===== src/rtl/uart_rx_fifo.sv =====
// 8N1 UART receiver with a first-word-fall-through byte FIFO and sticky
// overrun / framing-error flags for the CPU load path.
`timescale 1ns/1ps
module uart_rx_fifo #(
  parameter int CLOCK_FREQ = 50_000_000,
  parameter int BAUD_RATE  = 115200,
  parameter int FIFO_DEPTH = 8,
  localparam int AW        = $clog2(FIFO_DEPTH)
) (
  input  logic          clk,
  input  logic          rst,
  input  logic          serial_in,
  output logic [7:0]    data_out,
  output logic          data_out_valid,
  input  logic          data_out_ready,
  output logic [AW:0]   fifo_count,
  output logic          overrun,
  output logic          framing_err,
  input  logic          err_clear
);

  localparam int SYMBOL = CLOCK_FREQ / BAUD_RATE;
  localparam int SAMPLE = SYMBOL / 2;
  localparam int CW     = $clog2(SYMBOL + 1);
  localparam logic [CW-1:0] SYM_LAST  = CW'(SYMBOL - 1);
  localparam logic [CW-1:0] SAMP_LAST = CW'(SAMPLE - 1);
  localparam logic [AW:0]   DEPTH_C   = (AW + 1)'(FIFO_DEPTH);

  typedef enum logic [1:0] {IDLE, START, DATA, STOP} state_t;

  state_t          state_r;
  logic            rx_meta_r;
  logic            rx_sync_r;
  logic [CW-1:0]   cnt_r;
  logic [2:0]      bit_idx_r;
  logic [7:0]      shift_r;
  logic            push_r;
  logic            ferr_pulse_r;

  logic [7:0]      mem_r [FIFO_DEPTH];
  logic [AW-1:0]   wr_ptr_r;
  logic [AW-1:0]   rd_ptr_r;
  logic [AW:0]     fifo_count_r;
  logic            overrun_r;
  logic            framing_err_r;

  logic            full_s;
  logic            pop_s;
  logic            wr_en_s;

  // Two-flop synchroniser; the line idles high so reset to 1.
  always_ff @(posedge clk or negedge rst) begin
    if (!rst) begin
      rx_meta_r <= 1'b1;
      rx_sync_r <= 1'b1;
    end else begin
      rx_meta_r <= serial_in;
      rx_sync_r <= rx_meta_r;
    end
  end

  // Receive FSM: start is confirmed at mid-bit, so data bits are sampled mid-symbol.
  always_ff @(posedge clk or negedge rst) begin
    if (!rst) begin
      state_r      <= IDLE;
      cnt_r        <= '0;
      bit_idx_r    <= 3'd0;
      shift_r      <= 8'h00;
      push_r       <= 1'b0;
      ferr_pulse_r <= 1'b0;
    end else begin
      push_r       <= 1'b0;
      ferr_pulse_r <= 1'b0;
      case (state_r)
        IDLE: begin
          cnt_r <= '0;
          if (!rx_sync_r) state_r <= START;
        end
        START: begin
          if (cnt_r == SAMP_LAST) begin
            cnt_r     <= '0;
            bit_idx_r <= 3'd0;
            state_r   <= rx_sync_r ? IDLE : DATA;
          end else begin
            cnt_r <= cnt_r + CW'(1);
          end
        end
        DATA: begin
          if (cnt_r == SYM_LAST) begin
            cnt_r   <= '0;
            shift_r <= {rx_sync_r, shift_r[7:1]};
            if (bit_idx_r == 3'd7) state_r <= STOP;
            bit_idx_r <= bit_idx_r + 3'd1;
          end else begin
            cnt_r <= cnt_r + CW'(1);
          end
        end
        STOP: begin
          if (cnt_r == SYM_LAST) begin
            cnt_r        <= '0;
            state_r      <= IDLE;
            push_r       <= rx_sync_r;
            ferr_pulse_r <= ~rx_sync_r;
          end else begin
            cnt_r <= cnt_r + CW'(1);
          end
        end
        default: begin
          state_r <= IDLE;
          cnt_r   <= '0;
        end
      endcase
    end
  end

  assign full_s  = (fifo_count_r == DEPTH_C);
  assign pop_s   = data_out_valid & data_out_ready;
  assign wr_en_s = push_r & (~full_s | pop_s);

  // FIFO storage, pointers and occupancy; a pop frees the slot a full-FIFO push reuses.
  always_ff @(posedge clk or negedge rst) begin
    if (!rst) begin
      for (int i = 0; i < FIFO_DEPTH; i++) mem_r[i] <= 8'h00;
      wr_ptr_r     <= '0;
      rd_ptr_r     <= '0;
      fifo_count_r <= '0;
    end else begin
      if (wr_en_s) begin
        mem_r[wr_ptr_r] <= shift_r;
        wr_ptr_r        <= wr_ptr_r + AW'(1);
      end
      if (pop_s) rd_ptr_r <= rd_ptr_r + AW'(1);
      if (wr_en_s && !pop_s)      fifo_count_r <= fifo_count_r + (AW + 1)'(1);
      else if (pop_s && !wr_en_s) fifo_count_r <= fifo_count_r - (AW + 1)'(1);
      else                        fifo_count_r <= fifo_count_r;
    end
  end

  // Sticky error flags; a set event beats a simultaneous clear.
  always_ff @(posedge clk or negedge rst) begin
    if (!rst) begin
      overrun_r     <= 1'b0;
      framing_err_r <= 1'b0;
    end else begin
      if (push_r && full_s && !pop_s) overrun_r <= 1'b1;
      else if (err_clear)             overrun_r <= 1'b0;
      else                            overrun_r <= overrun_r;
      if (ferr_pulse_r)    framing_err_r <= 1'b1;
      else if (err_clear)  framing_err_r <= 1'b0;
      else                 framing_err_r <= framing_err_r;
    end
  end

  // Head byte shown combinationally; forced to zero while empty.
  always_comb begin
    if (fifo_count_r != '0) data_out = mem_r[rd_ptr_r];
    else                    data_out = 8'h00;
  end

  assign data_out_valid = (fifo_count_r != '0);
  assign fifo_count     = fifo_count_r;
  assign overrun        = overrun_r;
  assign framing_err    = framing_err_r;

endmodule

===== config.mk =====
export PLATFORM = sky130hd
export DESIGN_NAME = uart_rx_fifo
export DESIGN_NICKNAME = d
export VERILOG_FILES = /design/src/rtl/uart_rx_fifo.sv
export SDC_FILE = /design/constraint.sdc
export NUM_CORES = 1
export LEC_CHECK = 0
export CAP_MARGIN = 20
export CORE_MARGIN = 2
export CORE_UTILIZATION = 25
export CTS_CLUSTER_SIZE = 16
export DETAILED_ROUTE_END_ITERATION = 10
export PLACE_DENSITY = 0.37
export SYNTH_ARGS = -nofsm -noshare
export SYNTH_HDL_FRONTEND = slang
export SYNTH_SLANG_ARGS = --single-unit

===== constraint.sdc =====
create_clock -name clk -period 3.1 [get_ports clk]
set_input_delay 0.465 -clock clk [delete_from_list [all_inputs] [get_ports clk]]
set_output_delay 0.465 -clock clk [all_outputs]
set_load 0.02 [all_outputs]

; ---- Word level (Yosys, flattened, before mapping)
; Index checks and enable logic that the tools add are counted.
[totals]
elab_cells = 95
output_inout_bits = 15
inputBits = 5
regBits = 102
[op_classes]
eq_ne = 12
add_sub_neg = 6
n_mux = 29
n_reduce_logical = 17
order_cmp = 3
n_bitwise = 7
[ops]
columns = cell, count
row1 = bitwise mux 64 bit, 1
row2 = two-way mux 8 bit, 4
row3 = case mux 9 bit (3 select lines), 1
row4 = binary-select mux 8 bit (select 3 bit), 1
row5 = demux 8 bit (select 3 bit), 1
row6 = two-way mux 9 bit, 2
row7 = two-way mux 2 bit, 6
row8 = != test 2 bit (second input constant), 5
row9 = adder 3 x 1 -> 3 bit (second input constant), 3
row10 = adder 9 x 1 -> 9 bit (second input constant), 1
row11 = equality test 9 x 8 -> 1 bit (second input constant), 1
row12 = equality test 9 bit (second input constant), 1
row13 = >= comparator 4 bit (second input constant), 2
row14 = two-way mux 4 bit, 2
row15 = inverter 3 -> 4 bit, 2
row16 = case mux 2 bit (4 select lines), 1
row17 = nonzero test 2 bit, 4
row18 = two-way mux 1 bit, 7
row19 = two-way mux 3 bit, 2
row20 = case mux 3 bit (2 select lines), 1
row21 = logical AND 1 bit, 5
row22 = AND reduction 5 bit, 1
row23 = adder 4 x 1 -> 4 bit (second input constant), 1
row24 = equality test 2 bit (second input constant), 2
row25 = other kinds (14), 17

; ---- Longest topological paths before layout
; Gate-level depths: netlist of run 1.
[depth]
word_depth = 8
depth_mapped = 10
depth_no_buf = 9

; ---- Worst setup path before layout of run 1
; OpenSTA, ideal clock, no wires.
[synth_path]
path_kind = reg2reg
startpoint = register fifo_count_r[0], in the netlist fifo_count[0]
endpoint = register fifo_count_r[3], in the netlist fifo_count[3]
path_buffers = 1
slack_ps = 291
path_stages_with_launch = 10
period_less_slack_ps = 2809
t_required_ps = 2969
setup_ps = 131
arrival_time_ps = 2678
path_cell_list = dfrtp_1 or4_1 buf_2 nand2_1 ha_1 inv_1 ha_1 or4_1 o211ai_1 o211ai_1
[synth_via]
elab_chain_cells = 7
word_cells_on_any_way = 15
classes_between = add/sub: 2 / eq/ne: 1 / mux: 2 / bitwise: 4 / reduce/logical: 6
[synth_lines]
columns = element, line_no
row1 = "start, declared", 43  ; logic [AW:0] fifo_count_r;
row2 = "start signal, assigned", 133  ; if (wr_en_s && !pop_s) fifo_count_r <= fifo_count_r + (AW + 1)'(1);
row3 = "start signal, assigned", 134  ; else if (pop_s && !wr_en_s) fifo_count_r <= fifo_count_r - (AW + 1)'(1);
row4 = "start signal, assigned", 135  ; else fifo_count_r <= fifo_count_r;
row5 = nonzero test 4 bit (*), 160  ; assign data_out_valid = (fifo_count_r != '0);
row6 = named net data_out_valid, 14  ; output logic data_out_valid,
row7 = bitwise AND 1 bit (*), 117  ; assign pop_s = data_out_valid & data_out_ready;
row8 = OR 1 bit, 118  ; assign wr_en_s = push_r & (~full_s | pop_s);
row9 = bitwise AND 1 bit, 118
row10 = logical NOT 1 bit, 134
row11 = logical AND 1 bit, 134
row12 = nonzero test 2 bit (no line), n/a
; Mark *: on every way through the listed nets, which the timed path passes. The rest lies on a longest branch. The select of a mux whose other input is x is not followed.
; A chain may end at the register's enable or synchronous reset.

; ---- Worst setup path after layout of run 1
[layout_path]
startpoint = register fifo_count_r[3], in the netlist fifo_count[3]
endpoint = output data_out[7]
[layout_via]
elab_chain_cells = 2
[layout_lines]
columns = element, line_no
row1 = nonzero test 4 bit, 156  ; if (fifo_count_r != '0) data_out = mem_r[rd_ptr_r];
row2 = two-way mux 8 bit, 156
row3 = "end, declared", 13  ; output logic [7:0] data_out,
; Every way passes these cells.

==> results of run 1 <==
-- worst max-delay path, stage by stage, from the launching register on --
cell and delay (ns):
dfrtp_1 0.45, or4_1 0.64, and2_4 0.28, a22o_2 0.26, clkdlybuf4s50_1 0.54
-- layer usage --
layer | part of all wire, % | wire length (µm) | vias to the layer above | GRT usage, %
met1 | 52 | 5961 | 1558 | 17.09
met5 | 0 | 0 | - | 0
met3 | 2.2 | 249 | 9 | 1.954
met4 | 1.5 | 170 | 0 | 4.905
li1 | - | - | 1358 | -
met2 | 44 | 5030 | 44 | 17.61
-- path summary, 6_finish.rpt --
kind | cells after the start | to
min in group clk | 0 | rx_sync_r$_DFF_PN1_
max reg2reg | 8 | fifo_count[3]$_DFFE_PN0P_
min | 1 | mem_r[25]$_DFFE_PN0P_
min reg2reg | 0 | rx_sync_r$_DFF_PN1_
max in group asynchronous | 2 | rx_sync_r$_DFF_PN1_
max | 4 | data_out[7]
-- layout make-up --
type                            instances  area share (%)
Clock buffer                           12           4.127
Clock inverter                          3          0.8079
Inverter                                9          0.5895
Multi-Input combinational cell        215           38.56
Sequential cell                       102           44.59
Tap cell                              265           5.786
Timing Repair Buffer                   33           5.546
-- cells by family (layout without fill, tap and decap cells) --
kind of cell,Yosys count,count (layout),share of synthesized area (%)
flops,102,102,51.92
mux,92,92,24.69
buf+inv,34,57,3.178
compound gates,51,51,8.391
simple gates,52,52,7.272
xor+xnor,9,9,1.602
fa+ha+maj,11,11,2.949
-- where the power goes --
part           internal [mW]  leakage [nW]  switching [mW]
registers               1.33          1.40        0.000998
logic                0.00791         0.989          0.0291
clock network          0.625         0.133           0.511
total                   1.97          2.53           0.541
-- flip-flops by register name, indices dropped and copies added, names as in the netlist, 3 cells and up, named ones only --
name        flops
fifo_count      4
shift_r         8
bit_idx_r       3
mem_r          64
rd_ptr_r        3
cnt_r           9
wr_ptr_r        3
-- Yosys cell counts, drive strengths merged (7+ instances only) --
master / count
clkbuf: 7
mux4: 16
buf: 18
xnor2: 7
a21oi: 10
a22o: 9
o21ai: 11
mux2: 75
ha: 10
inv: 9
dfrtp: 100
nand3: 10
-- per-stage QoR --
stage	power (mW)	hold slack, ns	setup slack (ns)	utilization (%)	cells
2_1_floorplan	1.360	0.1694	0.2912	-	351
3_3_place_gp	1.399	0.3463	0.3351	28.08	624
3_5_place_dp	1.399	0.3479	0.2836	28.08	624
4_1_cts	2.542	0.1968	0.08597	29.54	639
5_1_grt	2.603	0.2260	0.01490	29.54	639
6_report	2.507	0.1678	0.1124	29.54	639
==> results.toml, run 1 <==
[floorplan]
start_util_pct = 25.37
pin_count = 20
dieWidth_um = 144.3
coreArea_mm2 = 0.01940
num_rows = 51
die-area_mm2 = 0.02082
dieHeight_um = 144.3

[clock_tree]
ctsResizeCount = 0
clkSinkCount = 102
post_cts.repair.setup_buffers = 0
worstSkewPairLatency_ns = 0.35
clock_pin_transition_on_the_worst_setup_and_hold_timing_paths_ns = 0.07
cts_buffer_depth = 2
clock_tree.htree_level_count = 3
cts.root.buffer_cell = "clkbuf_16"
cts_hold_buf = 0
cts-buffers-inserted = 9
tritoncts = "yes"

[drt]
post_drt_via_cell_ratio = 4.646
post_drt_wl_per_cell_um = 17.86
dr_total_vias = 2969
drt_drc_violations_left = 0
firstDrtPassIters = 4
drtIter0Drc = 144
wl_um = 11410
drt.antenna.violating_nets = 0

[logic_synthesis]
post_synth_num_cell_types = 56
synth_ff_type = "dfrtp_1"
synthArstFlopShare_pct = 100.0
syn-cell-area_mm2 = 0.004921
yosys_warnings = 0
synth-seq-area-share_pct = 51.92
postSynthCellCount = 351
synthesis.area_per_instance_um2 = 14.02
synth.net_count = 367
area_share_of_the_largest_cell_type_after_synthesis_pct = 50.85
synth.top_cells.by_area = "dfrtp_1 51%, mux2_2 16%, mux4_2 7.3%"
postSynthRegisterBits = 102
synth_edf_count = 0
yosysTopAreaCell = "dfrtp_1"

[job]
maxCapViolCount = 0

[power]
power_density_mw_per_mm2 = 437.4
p_leak_nw = 2.525
power.ir.vdd_worst_uv = 216.7

[setup_path]
startpoint_type = "register"
startpoint_to_endpoint_class_of_the_critical_path = "register to output port"
startpoint = "fifo_count[3]$_DFFE_PN0P_"
timing.rr.start = "fifo_count[3]$_DFFE_PN0P_"
end_kind = "output port"
timing.critical_path.required_ns = 2.63
cp_max_fo = 8
reg2reg_setup_slack_ns = 0.27
worst_ep_arrival_time_ns = 2.52

[finish]
areaGrowthSynthToFinish_pct = 16.45
layout_commonest_cell = "dfrtp_1"
num-fill-cells = 1963
layout.cells.most_common_list = "100 x dfrtp_1, 72 x mux2_2, 18 x clkdlybuf4s50_1"
antenna-diode-count = 0
drive_gt1_share_pct = 36.90
multiInputGateArea_mm2 = 0.002210
final_area_mm2 = 0.005731
nets = 386
layout.area.seq_mm2 = 0.002555

[grt]
first_global_vias = 3114
maximum_number_of_pins_on_one_net_before_global_route_repair = 53
first_pass_grt_wire_length_um = 18140
grt.overflow.total = 0
initial_antenna_violation_count = 0
grt_util_all_layers_pct = 11.85

[place]
io_buffers = 19
place.gp.congestion = 0.7284
place.detailed.hpwl_um = 7046
placement.cell_area_mm2 = 0.005448

[sta]
grt_setup_unrepaired = "false"
slew_hr_pct = 48.33
setup_violations = 0
finalMaxSlewViolations = 0
transition_time_at_the_pin_with_the_least_slew_margin_ns = 0.7699
final_hold_viol_count = 0
final.period_utilization_pct = 96.38
max_freq_mhz = 334.7
post-route-min-period_ns = 2.988
setup_tns_ns = 0
fin_worst_skew_ns = 0.006140

[hold_path]
holdCritPathClass = "primary input to asynchronous set/reset pin"

[status]
status = "completed"
(Power assumes the default switching activity.)
==> run 2: changes to the inputs <==
RECOVER_POWER = 25   (was not set)
==> run 2 against run 1 <==
  * Flip-flop and latch count unchanged
  * Register-to-register slack barely moved
  * Clock power is essentially flat
  * Die area is the same
  * First-iteration DRC count did not move
  * Routed wire length hardly changed
  * Total power about the same
  * Worst setup slack gained 0.0012 ns
  * Worst hold slack better by 0.19 ns
  * Critical path depth unchanged
  * Final area about the same
  * Critical path type unchanged
  * Critical endpoint unchanged
  * Largest cell class unchanged
==> results.toml, run 2 (synthesized netlist as in run 1, its figures left out) <==
[status]
status = "completed"

[floorplan]
dieHeight_um = 144.3
start_util_pct = 25.37
num_rows = 51
dieWidth_um = 144.3
die-area_mm2 = 0.02082
coreArea_mm2 = 0.01940
pin_count = 20

[grt]
grt.overflow.total = 0
grt_util_all_layers_pct = 11.85
maximum_number_of_pins_on_one_net_before_global_route_repair = 53
first_pass_grt_wire_length_um = 18140
initial_antenna_violation_count = 0
first_global_vias = 3114

[finish]
areaGrowthSynthToFinish_pct = 16.40
nets = 386
drive_gt1_share_pct = 36.90
finish.utilization_pct = 29.53
layout_commonest_cell = "dfrtp_1"
largest_reg_flops = 64
final_area_mm2 = 0.005728
layout_top_registers = "mem_r: 64 flops, cnt_r: 9 flops, shift_r: 8 flops"
antenna-diode-count = 0
layout.cells.most_common_list = "100 x dfrtp_1, 72 x mux2_2, 16 x mux4_2, 16 x clkdlybuf4s50_1, 12 x buf_4"
largest_register = "mem_r"

[setup_path]
critPathBufInv = 1
timing.critical_path.required_ns = 2.63
startpoint_to_endpoint_class_of_the_critical_path = "register to output port"
path_cells = "or4_1 -> and2_4 -> a22o_2 -> clkdlybuf4s50_1"
slowest_cell_on_crit_path = "or4_1"
critPathTopFamily = "simple AND/OR/NAND/NOR gates"
end_kind = "output port"
worst_ep_arrival_time_ns = 2.52
cp_max_fo = 8
cp_slowest_stage_delay_ns = 0.64
startpoint_type = "register"

[drt]
drt_drc_violations_left = 0
firstDrtPassIters = 4
route.top_layer_used = "met4"
drt.antenna.violating_nets = 0
met1Wirelength_um = 5930
post_drt_wl_per_cell_um = 17.85
drtIter0Drc = 144
post_drt_via_cell_ratio = 4.659
dr_total_vias = 2977
wl_um = 11410
met3_length_um = 268
met2WireLength_um = 5039

[sta]
setup_violations = 0
fin_worst_skew_ns = 0.006085
transition_time_at_the_pin_with_the_least_slew_margin_ns = 1.405
final_hold_viol_count = 0
post-route-min-period_ns = 2.986
slew_hr_pct = 6.358
finalMaxSlewViolations = 0
grt_setup_unrepaired = "false"
max_freq_mhz = 334.8
setup_tns_ns = 0
final.hold.worst_slack_ns = 0.3569
final.period_utilization_pct = 96.34

[job]
maxCapViolCount = 0

[clock_tree]
ctsResizeCount = 0
clock_tree.htree_level_count = 3
clkSinkCount = 102
tritoncts = "yes"
worstSkewPairLatency_ns = 0.35
cts_hold_buf = 0
cts_buffer_depth = 2
post_cts.repair.setup_buffers = 0
cts-buffers-inserted = 9
cts.root.buffer_cell = "clkbuf_16"
clock_pin_transition_on_the_worst_setup_and_hold_timing_paths_ns = 0.07

[power]
power.ir.vdd_worst_uv = 216.7
p_leak_nw = 2.525
power_density_mw_per_mm2 = 437.5
post-layout-total-power_mw = 2.506

[place]
place.detailed.hpwl_um = 7046
io_buffers = 19
place.gp.congestion = 0.7284
placement.cell_area_mm2 = 0.005448

[hold_path]
holdCritPathClass = "register to register"
run 2: cell count changes in the layout (fill, tap and decap cells not counted), sizes merged:
cell | before | now
clkbuf | 12 | 13
buf | 15 | 14
dlygate4sd3 | 0 | 2
clkdlybuf4s50 | 18 | 16
run 2: report_power, final:
part	leakage, nW	internal, mW	switching [mW]	total (mW)
clock network	0.133	0.625	0.511	1.14
logic	0.988	0.00712	0.0291	0.0362
registers	1.40	1.33	0.00101	1.33
run 2: path summary, 6_finish.rpt:
path | startpoint | slack (ns) | cells past startpoint | end
min in group asynchronous | rst | 0.44 | 1 | mem_r[25]$_DFFE_PN0P_
setup reg to reg | fifo_count[3]$_DFFE_PN0P_ | 0.27 | 8 | fifo_count[3]$_DFFE_PN0P_
hold reg to reg | rx_meta_r$_DFF_PN1_ | 0.36 | 0 | rx_sync_r$_DFF_PN1_
hold / removal | rx_meta_r$_DFF_PN1_ | 0.36 | 0 | rx_sync_r$_DFF_PN1_
setup / recovery | fifo_count[3]$_DFFE_PN0P_ | 0.11 | 4 | data_out[7]
max in group asynchronous | rst | 1.67 | 2 | rx_sync_r$_DFF_PN1_
run 2: cell type report:
class                   count  area [µm²]
clock inverters             3       46.29
fillers                  1964       13670
repair buffers             33       315.3
multi-input cells         215        2210
clock buffers              12       236.5
well taps                 265       331.6
inverters                   9       33.78
flip-flops and latches    102        2555
run 2: per-layer routing:
layer	track usage, %	vias to the layer above
li1	-	1359
met1	17.09	1566
met2	17.61	43
met3	1.954	9
met4	4.905	0
met5	0	-
run 2: through the flow:
stage	setup WS [ns]	cells
2_1_floorplan	0.2912	351
3_3_place_gp	0.3351	624
3_5_place_dp	0.2836	624
4_1_cts	0.08597	639
5_1_grt	0.01490	639
6_report	0.1135	639
==> run 3: changes to the inputs <==
CORE_MARGIN = not set   (was 2)
==> run 3 against run 2 <==
  * The flow now finishes with violations (capacitance limit, slew limit)
  * Worst setup slack better by 0.0050 ns
  * Register-to-register slack better by 0.02 ns
  * Flip-flop and latch count stayed put
  * Maximum frequency is 0.17% higher
  * First-iteration DRC count is 50% higher
  * Core utilization is 0.47 points higher
  * Critical path depth stayed put
  * Non-clock buffer count is 1 lower
  * Total power is 1.2% lower
  * Final area is 0.39% lower
  * Critical path type unchanged
  * Sequential power hardly changed
==> results.toml, run 3 (synthesized netlist as in run 1, its figures left out) <==
[floorplan]
num_rows = 50
coreArea_mm2 = 0.01902
dieWidth_um = 142.3
pin_count = 20
start_util_pct = 25.88
dieHeight_um = 142.3
die-area_mm2 = 0.02025

[sta]
final_hold_viol_count = 0
grt_setup_unrepaired = "false"
slew_hr_pct = -6.565
fin_worst_skew_ns = 0.01025
setup_violations = 0
max_freq_mhz = 335.4
finalMaxSlewViolations = 27
transition_time_at_the_pin_with_the_least_slew_margin_ns = 1.598
setup_tns_ns = 0
post-route-min-period_ns = 2.981
final.period_utilization_pct = 96.18

[job]
maxCapViolCount = 1

[power]
power_density_mw_per_mm2 = 434.1
clkPwrFrac_pct = 44.8
p_leak_nw = 2.517
p_int_mw = 1.934
fraction_of_power_spent_switching_nets_pct = 21.91
post-layout-total-power_mw = 2.477
share_comb_of_total_power_pct = 1.4
power.ir.vdd_worst_uv = 286.9
share_seq_of_total_power_pct = 53.8
switching_power_mw = 0.5428

[finish]
nets = 385
layout_top_registers = "mem_r: 64 flops, cnt_r: 9 flops, shift_r: 8 flops"
num-fill-cells = 1946
layout_commonest_cell = "dfrtp_1"
largest_reg_flops = 64
layout.cells.most_common_list = "100 x dfrtp_1, 72 x mux2_2, 17 x clkdlybuf4s50_1"
layout.area.seq_mm2 = 0.002555
largest_register = "mem_r"
drive_gt1_share_pct = 37.17
areaGrowthSynthToFinish_pct = 15.94
antenna-diode-count = 0
multiInputGateArea_mm2 = 0.002213
final_area_mm2 = 0.005705

[clock_tree]
cts-buffers-inserted = 9
clkSinkCount = 102
clock_pin_transition_on_the_worst_setup_and_hold_timing_paths_ns = 0.07
tritoncts = "yes"
clock_tree.htree_level_count = 3
post_cts.repair.setup_buffers = 0
worstSkewPairLatency_ns = 0.35
cts.root.buffer_cell = "clkbuf_16"
cts_buffer_depth = 2

[setup_path]
timing.critical_path.required_ns = 2.63
startpoint_type = "register"
critPathTopFamily = "simple AND/OR/NAND/NOR gates"
path_cells = "or4_4 -> and2_4 -> a22o_2 -> clkdlybuf4s50_1"
cp_slowest_stage_delay_ns = 0.62
worst_ep_arrival_time_ns = 2.52
cp_max_fo = 8
critPathBufInv = 1
end_kind = "output port"
slowest_cell_on_crit_path = "or4_4"
startpoint_to_endpoint_class_of_the_critical_path = "register to output port"

[drt]
wl_um = 11190
drt_drc_violations_left = 0
drtIter0Drc = 216
post_drt_via_cell_ratio = 4.574
post_drt_wl_per_cell_um = 17.65
firstDrtPassIters = 4
dr_total_vias = 2900
drt.antenna.violating_nets = 0

[hold_path]
holdCritPathClass = "register to register"

[status]
failed_checks = "capacitance limit, slew limit"
status = "complete, but fails checks"

[grt]
grt.overflow.total = 0
maximum_number_of_pins_on_one_net_before_global_route_repair = 49
grt_util_all_layers_pct = 12.14
first_global_vias = 3062
first_pass_grt_wire_length_um = 18120
initial_antenna_violation_count = 0

[place]
place.detailed.hpwl_um = 6985
io_buffers = 19
place.gp.congestion = 0.7532
placement.cell_area_mm2 = 0.005434
-- run 3: area by class of cell --
class / instances / share of cell area, %
flip-flops and latches: 102 / 44.78
repair buffers: 32 / 5.110
inverters: 9 / 0.5921
clock inverters: 3 / 0.4605
multi-input cells: 215 / 38.79
well taps: 260 / 5.702
clock buffers: 13 / 4.561
-- run 3: what timing repair did --
item                       in CTS  in global routing
gates resized for setup         0                  1
setup endpoints to repair       0                  8
hold buffers                    0                  0
-- run 3: worst paths after layout --
check,slack [ns],cells past startpoint,startpoint,to
setup / recovery,0.12,4,fifo_count[0]$_DFFE_PN0P_,data_out[7]
hold / removal,0.36,0,rx_meta_r$_DFF_PN1_,rx_sync_r$_DFF_PN1_
setup reg to reg,0.29,9,fifo_count[0]$_DFFE_PN0P_,fifo_count[3]$_DFFE_PN0P_
hold reg to reg,0.36,0,rx_meta_r$_DFF_PN1_,rx_sync_r$_DFF_PN1_
max in group asynchronous,0.64,2,rst,mem_r[3]$_DFFE_PN0P_
min in group asynchronous,0.50,1,rst,cnt_r[4]$_DFF_PN0_
-- run 3: power groups by stage --
stage	clock, mW	sequential (mW)	combinational (mW)
6_report	1.11	1.33	0.0348
5_1_grt	1.20	1.33	0.0414
4_1_cts	1.15	1.33	0.0417
3_5_place_dp	0	1.36	0.0417
3_3_place_gp	0	1.36	0.0418
2_1_floorplan	0	1.36	0.00114
-- run 3: per-layer routing --
metal	GRT usage, %	share of wire, %	up-vias
met5	0	0	-
met4	4.980	1.8	0
met3	1.952	1.9	12
met2	17.54	44	37
met1	17.85	52	1496
li1	-	-	1355
-- run 3: worst register-to-register path: cells and delay by family (launching register included) --
family	cells	cell delay (ns)
adder cells (fa/ha/maj)	2	0.54
flip-flops	1	0.49
AO/OA/AOI/OAI	3	0.41
AND/OR/NAND/NOR	2	1.03
buffers and inverters	2	0.22
-- run 3: per-stage QoR --
stage                     hold WS, ns  setup slack (ns)  cells  util [%]
final                          0.3612            0.1186    634     30.00
after global routing           0.3671           0.03694    634     30.00
after CTS                     0.05385           0.01441    634     30.08
after detailed placement       0.3516            0.2099    618     28.57
after global placement         0.3458            0.2533    618     28.57
after floorplan                0.1694            0.2912    351         -
